`config.mk`:
```
export PLATFORM = sky130hd
export DESIGN_NAME = symbol_packer
export DESIGN_NICKNAME = d
export VERILOG_FILES = /design/src/rtl/symbol_packer_pkg.sv /design/src/rtl/symbol_packer_out_reg.sv /design/src/rtl/symbol_packer.sv
export SDC_FILE = /design/constraint.sdc
export NUM_CORES = 1
export LEC_CHECK = 0
export BUFFER_PORTS_ARGS = -buffer_cell sky130_fd_sc_hd__buf_4
export CORE_MARGIN = 5
export CORE_UTILIZATION = 40
export DETAILED_ROUTE_END_ITERATION = 10
export SYNTH_ARGS = -nofsm -noshare
export SYNTH_HDL_FRONTEND = slang
export SYNTH_HIERARCHICAL = 1
export SYNTH_SLANG_ARGS = --single-unit
```
`constraint.sdc`:
```
create_clock -name clk -period 2.5 [get_ports clk]
set_input_delay 0.25 -clock clk [delete_from_list [all_inputs] [get_ports clk]]
set_output_delay 0.25 -clock clk [all_outputs]
set_load 0.01 [all_outputs]
```
`src/rtl/symbol_packer_pkg.sv`:
```
// Shared types for the symbol packer: default geometry, count-width helper
// and the packed output word carried by the output register.
package symbol_pkg;

  localparam int PQ_SYMBOLS_DEF = 8;
  localparam int SYM_W_DEF      = 4;

  function automatic int clog2_count(input int n);
    return $clog2(n + 1);
  endfunction

  localparam int COUNT_W_DEF = clog2_count(PQ_SYMBOLS_DEF);

  typedef struct packed {
    logic [PQ_SYMBOLS_DEF*SYM_W_DEF-1:0] data;
    logic [COUNT_W_DEF-1:0]              count;
    logic                                last;
  } pack_word_t;

endpackage

```
`src/rtl/symbol_packer_out_reg.sv`:
```
// One-entry valid/ready output register for packed words; loads when empty or
// draining in the same cycle, holds its word stable while downstream stalls.
module symbol_out_reg
  import symbol_pkg::*;
#(
  parameter type word_t = pack_word_t
) (
  input  logic  clk,
  input  logic  rst,
  input  logic  load_i,
  input  word_t load_dat_i,
  output logic  load_rdy_o,
  output logic  vld_o,
  output word_t dat_o,
  input  logic  rdy_i
);

  logic  vld_q, vld_d;
  word_t dat_q, dat_d;

  assign load_rdy_o = !vld_q || rdy_i;

  always_comb begin
    vld_d = vld_q;
    dat_d = dat_q;
    if (load_i) begin
      vld_d = 1'b1;
      dat_d = load_dat_i;
    end else if (rdy_i) begin
      vld_d = 1'b0;
    end
  end

  always_ff @(posedge clk) begin
    if (rst) begin
      vld_q <= 1'b0;
      dat_q <= '0;
    end else begin
      vld_q <= vld_d;
      dat_q <= dat_d;
    end
  end

  assign vld_o = vld_q;
  assign dat_o = dat_q;

endmodule

```
`src/rtl/symbol_packer.sv`:
```
// Packs PQ_SYMBOLS symbols of SYM_W bits into one word, flushing early on i_last;
// one-cycle latency, valid/ready both sides. SYMBOL_PACKER_MSB_FIRST_EN puts slot 0 in the MSBs.
module symbol_packer
  import symbol_pkg::*;
#(
  parameter int              PQ_SYMBOLS = PQ_SYMBOLS_DEF,
  parameter int              SYM_W      = SYM_W_DEF,
  parameter logic [SYM_W-1:0] PAD_VAL   = '0
) (
  input  logic                                  clk,
  input  logic                                  rst,
  input  logic                                  i_en,
  input  logic                                  i_valid,
  input  logic [SYM_W-1:0]                      i_symbol,
  input  logic                                  i_last,
  output logic                                  o_ready,
  output logic                                  o_valid,
  output logic [PQ_SYMBOLS*SYM_W-1:0]           o_all_symbols,
  output logic [clog2_count(PQ_SYMBOLS)-1:0]    o_count,
  output logic                                  o_last,
  input  logic                                  i_ready
);

  localparam int WORD_W  = PQ_SYMBOLS * SYM_W;
  localparam int COUNT_W = clog2_count(PQ_SYMBOLS);
  localparam int CNT_W   = $clog2(PQ_SYMBOLS);
  localparam logic [CNT_W-1:0]  CNT_LAST = CNT_W'(PQ_SYMBOLS - 1);
  localparam logic [WORD_W-1:0] PAD_WORD = {PQ_SYMBOLS{PAD_VAL}};

  typedef struct packed {
    logic [WORD_W-1:0]  data;
    logic [COUNT_W-1:0] count;
    logic               last;
  } word_t;

  function automatic int slot_lo(input logic [CNT_W-1:0] k);
`ifdef SYMBOL_PACKER_MSB_FIRST_EN
    return (PQ_SYMBOLS - 1 - int'(k)) * SYM_W;
`else
    return int'(k) * SYM_W;
`endif
  endfunction

  logic [CNT_W-1:0]  cnt_q, cnt_d;
  logic [WORD_W-1:0] asm_q, asm_d, asm_ins;
  logic              accept, emit, out_rdy;
  word_t             load_dat, out_dat;

  assign o_ready = !rst && i_en && out_rdy;
  assign accept  = i_valid && o_ready;
  // Counter wraps by explicit compare so non-power-of-two word sizes work.
  assign emit    = accept && ((cnt_q == CNT_LAST) || i_last);

  always_comb begin
    asm_ins = asm_q;
    asm_ins[slot_lo(cnt_q) +: SYM_W] = i_symbol;
  end

  always_comb begin
    load_dat.data  = asm_ins;
    load_dat.count = COUNT_W'(cnt_q) + COUNT_W'(1);
    load_dat.last  = i_last;
  end

  always_comb begin
    cnt_d = cnt_q;
    asm_d = asm_q;
    if (accept) begin
      if (emit) begin
        cnt_d = '0;
        asm_d = PAD_WORD;
      end else begin
        cnt_d = cnt_q + CNT_W'(1);
        asm_d = asm_ins;
      end
    end
  end

  always_ff @(posedge clk) begin
    if (rst) begin
      cnt_q <= '0;
      asm_q <= PAD_WORD;
    end else begin
      cnt_q <= cnt_d;
      asm_q <= asm_d;
    end
  end

  symbol_out_reg #(
    .word_t (word_t)
  ) u_out (
    .clk        (clk),
    .rst        (rst),
    .load_i     (emit),
    .load_dat_i (load_dat),
    .load_rdy_o (out_rdy),
    .vld_o      (o_valid),
    .dat_o      (out_dat),
    .rdy_i      (i_ready)
  );

  assign o_all_symbols = out_dat.data;
  assign o_count       = out_dat.count;
  assign o_last        = out_dat.last;

endmodule

```
==> impl_results.md, run 1 <==
* Flop and latch count out of synthesis at 73
* Int Power at 0.00167 W
* Initial Util at 40.7%
* Top cells by area, synth: sky130_fd_sc_hd__dfxtp_1, sky130_fd_sc_hd__mux2i_1, sky130_fd_sc_hd__mux2_2
* Detailed-route DRC error count at 0
* Sw Ratio at 23.5%
* Clock period minus final worst setup slack at 2.37 ns
* Drt initial violations at 148
* Fraction of power consumed by sequential logic at 53.6%
* Proportion of power drawn by combinational gates at 6.4%
* TritonCTS Sinks at 73
* Commonest cells after routing, fill and taps aside: sky130_fd_sc_hd__dfxtp_1, sky130_fd_sc_hd__buf_4, sky130_fd_sc_hd__nor2_1
* Clock-pin slew of the registers on the worst-case setup and hold paths at 0.07 ns
* Crit path cell chain: inv_1 > ha_1 > ha_1 > buf_4 > inv_1 > and3_1 > mux2_2 > mux2i_1 > nor2_1
* Std-Cell Rows at 33
* Buffers on Ports at 48
* Max-Cap Viols at 0
* Req. time, crit path at 2.72 ns
* Core outline area at 8180 sq um
* Global-route wire length before repair at 12.9 mm
* Gate count after technology mapping at 340
* EDFF count, synth at 0
* Post-cts hold buffer count at 0
* Category of the worst setup path capture point: flip-flop
* Peak per-stage delay on the critical path at 0.39 ns
* Layout Skew at 0.00548 ns
* Headroom to the max-slew limit at 39.3%
* Clock share of power at 39.9%
* Die extent in y at 101 microns
* Total half-perimeter wirelength after legalization and detailed placement at 5.70 mm
* Number of buffers on the longest clock path at 2
* Post-route fraction of the period consumed by the critical path at 94.8%
* Number of max-slew violations in the final report at 0
* Maximum clock frequency at 422 MHz
* Floorplan die width at 101 microns
* Maximum number of pins on one net before global-route repair at 50
* Number of distinct library cells after synthesis at 39
* Total Wirelength at 7.80 mm
* Final net count at 411
* Total Die Area at 10200 sq um
* Final sum of negative setup slack at 0 ns
* Proportion of netlist area held by the largest area contributor at 43.9%
* Element type at the critical path start: flip-flop
* Finished Cell Area at 3980 sq um
* Leakage power of the design at 1.57 nW
* Transition at the pin with the smallest max-transition slack at 0.897 ns
* Cell area after placement at 3800 sq um
* Worst-path fanout max at 7
* Number of detailed-route iterations in the first pass at 4
* Average cell area after synthesis at 9.79 sq um
* Via count of the first global-routing pass at 2477
* Cell with the biggest individual delay on the critical path: sky130_fd_sc_hd__dfxtp_1
* I/O Pins at 49
* Prevailing post-synth register cell: sky130_fd_sc_hd__dfxtp_1
* Number of buffers added by the clock tree synthesis step at 9
* Worst setup slack before clock tree synthesis at 0.0683 ns
* Post-DR wirelength/cell at 15.5 microns
* Number of antenna violations at the first check in global routing at 0
* Clock tree from TritonCTS: done
* Post-synthesis net count at 357
* Ratio of cells with drive above 1 in the final layout at 26.4%
* Final Hold Violating Endpoints at 0
* Final worst-path setup slack at 0.130 ns
* Count of vias placed by the detailed router at 2576
* Gr usage total at 16.1%
* Grt total ovfl at 0
* Largest area contributor in the netlist: sky130_fd_sc_hd__dfxtp_1
* Result of the run: finished clean
* Total setup violations reported at the end of the flow at 0
* Worst IR Drop VDD at 0.263 mV
* Ant. Diodes at 0
* Insertion delay to the later sink of the worst-skew pair at 0.35 ns
* Data arrival time of the critical path at 2.59 ns
* GP Congestion at 0.902
* Power per Cell Area at 548 nW/um^2
* Count of yosys warnings during synthesis at 6
* Net Switching at 0.000512 W
* Layout overhead on the synthesized area at 19.7%
* H-Tree Depth at 3
* Post-Synthesis Cell Area at 3330 sq um
* Worst setup path class: flip-flop to flip-flop
* Share of synthesized registers carrying an async set or reset at 0%
* Tightest Hold Check Type: input pin to flip-flop
* Most common library cell in the layout ignoring fill and taps: sky130_fd_sc_hd__dfxtp_1
* Clk Tree Root Cell: sky130_fd_sc_hd__clkbuf_8
* Number of routed nets with antenna violations at 0
* Portion of the post-synthesis area used by sequential elements at 43.9%
* Detail-routed via count per cell at 5.12
==> worst paths after layout <==
| path | start | to | slack, ns | cells past startpoint |
|---|---|---|---|---|
| setup / recovery | cnt_q[0] | u_out/dat_o[26] | 0.13 | 9 |
| hold / removal | i_symbol[0] | asm_q[16] | 0.19 | 2 |
| setup reg to reg | cnt_q[0] | u_out/dat_o[26] | 0.13 | 9 |
| hold reg to reg | asm_q[7] | asm_q[7] | 0.46 | 1 |
==> power groups by stage <==
stage	Sequential [W]	Clock, W	Combinational (W)
6_report	0.00117	0.000871	0.000141
3_5_place_dp	0.00120	0	0.000141
2_1_floorplan	0.00120	0	0.0000887
3_3_place_gp	0.00120	0	0.000141
4_1_cts	0.00117	0.000895	0.000142
5_1_grt	0.00117	0.000965	0.000155
==> cell usage after synthesis, types with 2 or more instances <==
master and n:
sky130_fd_sc_hd__or3_1 3, sky130_fd_sc_hd__nor2b_1 4, sky130_fd_sc_hd__a22o_1 18, sky130_fd_sc_hd__mux2_2 20, sky130_fd_sc_hd__nor2_1 51, sky130_fd_sc_hd__nand4_1 2
sky130_fd_sc_hd__o2bb2ai_1 10, sky130_fd_sc_hd__buf_12 2, sky130_fd_sc_hd__dfxtp_1 73, sky130_fd_sc_hd__o21ai_0 15, sky130_fd_sc_hd__mux2i_1 37, sky130_fd_sc_hd__ha_1 7
sky130_fd_sc_hd__nand2b_1 8, sky130_fd_sc_hd__a21oi_1 3, sky130_fd_sc_hd__and3_1 3, sky130_fd_sc_hd__nand2_1 26, sky130_fd_sc_hd__inv_1 7, sky130_fd_sc_hd__buf_6 3
sky130_fd_sc_hd__nor3_1 4, sky130_fd_sc_hd__nand3_1 5, sky130_fd_sc_hd__o31ai_1 7, sky130_fd_sc_hd__buf_2 5, sky130_fd_sc_hd__a21o_1 4, sky130_fd_sc_hd__clkbuf_1 8
==> sequential cells by signal (all words and copies together) (netlist names) <==
register,cells
u_out/vld_o,1
u_out/dat_o,37
cnt_q,3
asm_q,32
==> worst max-delay path: cells and delay by family (launching register included) <==
family | cells | cell delay, ns
DFF | 1 | 0.39
muxes | 2 | 0.53
adders and majority gates | 2 | 0.53
and+or+nand+nor | 2 | 0.37
buffers and inverters | 3 | 0.42
==> routing by layer <==
metal	vias to the layer above	wire (microns)	GRT usage [%]
li1	1314	-	-
met1	1200	3730	22.1
met2	52	3600	24.3
met3	10	361	4.27
met4	0	112	5.62
met5	-	0	0
==> per-stage QoR <==
stage               hold slack (ns)  utilization [%]  total power [W]  std cells
floorplan                     0.375                -          0.00129        340
global placement              0.442             46.5          0.00134        487
detailed placement            0.443             46.5          0.00134        487
CTS                           0.172             48.6          0.00221        502
global route                  0.172             48.7          0.00229        503
finish                        0.186             48.7          0.00218        503
==> area by class of cell <==
cell class	instances	area, sq um
multi-input combinational	240	1710
timing repair buffer	62	478
clock inverter	4	45.0
sequential	73	1460
fill	778	4190
tap	105	131
inverter	8	30.0
clock buffer	11	131
==> timing repair <==
item                       CTS  global route
gates resized for setup      0             2
setup endpoints to repair    0            13
setup buffers                0             1
==> cell families (layout without fill, tap and decap cells) <==
family                   count (synthesis)  after routing  synth area share, %
flip-flops                              73             73                 43.9
AO/OA/AOI/OAI                           61             61                 13.5
adder cells (fa/ha/maj)                  7              7                 2.63
buffers and inverters                   27             85                 5.00
AND/OR/NAND/NOR                        115            115                 17.1
multiplexers                            57             57                 17.9
No activity file was read; power rests on OpenSTA's default activity.
==> run 2, diff against run 1 <==
==> constraint.sdc (replaced) <==
create_clock -name clk -period 2.06 [get_ports clk]
set_input_delay 0.206 -clock clk [delete_from_list [all_inputs] [get_ports clk]]
set_output_delay 0.206 -clock clk [all_outputs]
set_load 0.01 [all_outputs]
==> impl_results.md, run 2 (synthesized netlist as in run 1, its figures left out) <==
* Grt total ovfl at 0 (unchanged)
* Gr usage total at 16.3% (was 16.1%)
* Setup slack on the worst flop-to-flop path at 0.06 ns (was 0.13 ns)
* Peak per-stage delay on the critical path at 0.47 ns (was 0.39 ns)
* Transition at the pin with the smallest max-transition slack at 0.538 ns (was 0.897 ns)
* Total Die Area at 10200 sq um (unchanged)
* Total half-perimeter wirelength after legalization and detailed placement at 5.92 mm (was 5.70 mm)
* Cell with the biggest individual delay on the critical path: sky130_fd_sc_hd__or3_1 (was sky130_fd_sc_hd__dfxtp_1)
* Cell area after placement at 3980 sq um (was 3800 sq um)
* Count of vias placed by the detailed router at 2672 (was 2576)
* Finished Cell Area at 4200 sq um (was 3980 sq um)
* Endpoint of the worst register-to-register path: u_out/dat_o[18] (was u_out/dat_o[26])
* Number of buffers on the longest clock path at 2 (unchanged)
* Clock period minus final worst setup slack at 2.00 ns (was 2.37 ns)
* Reg2reg path depth at 6 (was 9)
* Total Wirelength at 7.94 mm (was 7.80 mm)
* Worst setup slack before clock tree synthesis at -0.0885 ns (was 0.0683 ns)
* Req. time, crit path at 2.29 ns (was 2.72 ns)
* I/O Pins at 49 (unchanged)
* Post-CTS Repair Setup Buffers at 0 (unchanged)
* Commonest cells after routing, fill and taps aside: sky130_fd_sc_hd__buf_4, sky130_fd_sc_hd__dfxtp_1, sky130_fd_sc_hd__nor2_1 (was sky130_fd_sc_hd__dfxtp_1, sky130_fd_sc_hd__buf_4, sky130_fd_sc_hd__nor2_1)
* Category of the worst setup path capture point: flip-flop (unchanged)
* Post-route fraction of the period consumed by the critical path at 97.0% (was 94.8%)
* Buffers & Inverters on Critical Path at 1 (was 3)
* Result of the run: finished clean (unchanged)
* Crit path cell chain: buf_4 > or3_1 > nand3_1 > mux2_2 > mux2i_1 > nor2_1 (was inv_1 > ha_1 > ha_1 > buf_4 > inv_1 > and3_1 > mux2_2 > mux2i_1 > nor2_1)
* Layout Skew at 0.00838 ns (was 0.00548 ns)
* Total setup violations reported at the end of the flow at 0 (unchanged)
* Post-DR wirelength/cell at 15.3 microns (was 15.5 microns)
* Data arrival time of the critical path at 2.23 ns (was 2.59 ns)
* H-Tree Depth at 3 (unchanged)
* Floorplan die width at 101 microns (unchanged)
* Detailed-route DRC error count at 0 (unchanged)
* Ant. Diodes at 0 (unchanged)
* Beginning of the worst register-to-register path: cnt_q[0] (unchanged)
* Insertion delay to the later sink of the worst-skew pair at 0.35 ns (about the same)
* Number of routed nets with antenna violations at 0 (unchanged)
* Largest register FFs at 37 (unchanged)
* Number of antenna violations at the first check in global routing at 0 (unchanged)
* Final net count at 426 (was 411)
* Hold_sp: i_symbol[3] (was i_symbol[0])
* TritonCTS Sinks at 73 (unchanged)
* Tightest Hold Check Type: input pin to flip-flop (unchanged)
* Cell Count Post-Placement at 503 (was 487)
* Ratio of cells with drive above 1 in the final layout at 32.9% (was 26.4%)
* Hold Path Depth at 2 (unchanged)
* Worst Hold End: asm_q[19] (was asm_q[16])
* CP top delay family: simple AND/OR/NAND/NOR gates (was adder cells)
* Layout overhead on the synthesized area at 26.2% (was 19.7%)
* Final worst-path setup slack at 0.0621 ns (was 0.130 ns)
* Buffers on Ports at 48 (unchanged)
* Worst IR Drop VDD at 0.345 mV (was 0.263 mV)
* Element type at the critical path start: flip-flop (unchanged)
* Global-route wire length before repair at 13.1 mm (was 12.9 mm)
* Via count of the first global-routing pass at 2650 (was 2477)
* GP Congestion at 0.855 (was 0.902)
* Number of detailed-route iterations in the first pass at 4 (unchanged)
* Clock-pin slew of the registers on the worst-case setup and hold paths at 0.08 ns (was 0.07 ns)
* Number of buffers added by the clock tree synthesis step at 9 (unchanged)
* Clock tree from TritonCTS: done (unchanged)
* Power per Cell Area at 626 nW/um^2 (was 548 nW/um^2)
* Max-Cap Viols at 0 (unchanged)
* RSZ-0062 raised after global routing: true
* Worst-path fanout max at 10 (was 7)
* Filler-free cell count of the finished design at 519 (was 503)
* Maximum clock frequency at 501 MHz (was 422 MHz)
* Final Hold Violating Endpoints at 0 (unchanged)
* Number of max-slew violations in the final report at 0 (unchanged)
* Leakage power of the design at 1.66 nW (was 1.57 nW)
* Std-Cell Rows at 33 (unchanged)
* Worst setup path class: flip-flop to flip-flop (unchanged)
* Worst slack on hold paths at 0.132 ns (was 0.186 ns)
* Post-cts hold buffer count at 0 (unchanged)
* Drt initial violations at 99 (was 148)
* Clk Tree Root Cell: sky130_fd_sc_hd__clkbuf_8 (unchanged)
* Detail-routed via count per cell at 5.15 (was 5.12)
* Headroom to the max-slew limit at 64.1% (was 39.3%)
* Maximum number of pins on one net before global-route repair at 43 (was 50)
* Initial Util at 40.7% (unchanged)
* Die extent in y at 101 microns (unchanged)
* Most common library cell in the layout ignoring fill and taps: sky130_fd_sc_hd__buf_4 (was sky130_fd_sc_hd__dfxtp_1)
* Core outline area at 8180 sq um (unchanged)
run 2: final cells by class:
cell class              count  area [sq um]
flip-flops and latches     73          1470
inverters                   8          35.0
clock inverters             5          30.0
multi-input cells         240          1790
fillers                   794          3970
well taps                 105           131
repair buffers             77           594
clock buffers              11           151
run 2: through the flow:
step                power [W]  util [%]  setup TNS [ns]
floorplan             0.00157         -          -0.902
CTS                   0.00267      51.0               0
global route          0.00275      51.4         -0.0353
finish                0.00263      51.4               0
global placement      0.00164      48.7          -0.242
detailed placement    0.00164      48.7          -0.251
run 2: layer usage:
layer | part of all wire (%) | GRT usage [%] | vias to the layer above
met2 | 45 | 25.3 | 45
met4 | 1.7 | 6.24 | 0
met5 | 0 | 0 | -
met3 | 4.1 | 4.34 | 12
met1 | 49 | 21.7 | 1268
li1 | - | - | 1347
run 2: worst max-delay path by stage:
stage | end | cells past startpoint | startpoint
global placement | asm_q[8] | 6 | cnt_q[0]
finish | u_out/dat_o[18] | 6 | cnt_q[0]
CTS | u_out/dat_o[23] | 9 | cnt_q[1]
floorplan | u_out/dat_o[23] | 10 | cnt_q[0]
detailed placement | asm_q[9] | 6 | cnt_q[0]
global route | u_out/dat_o[24] | 9 | cnt_q[1]
run 2: power by group:
part           internal, W  switching (W)
Sequential         0.00142     0.00000392
Combinational    0.0000730       0.000113
Clock             0.000496       0.000529
run 2: what timing repair did:
item	in CTS	in global routing
endpoints found under the hold margin	0	0
pin swaps	0	1
endpoints found under the setup margin	3	21
resized for setup	2	9
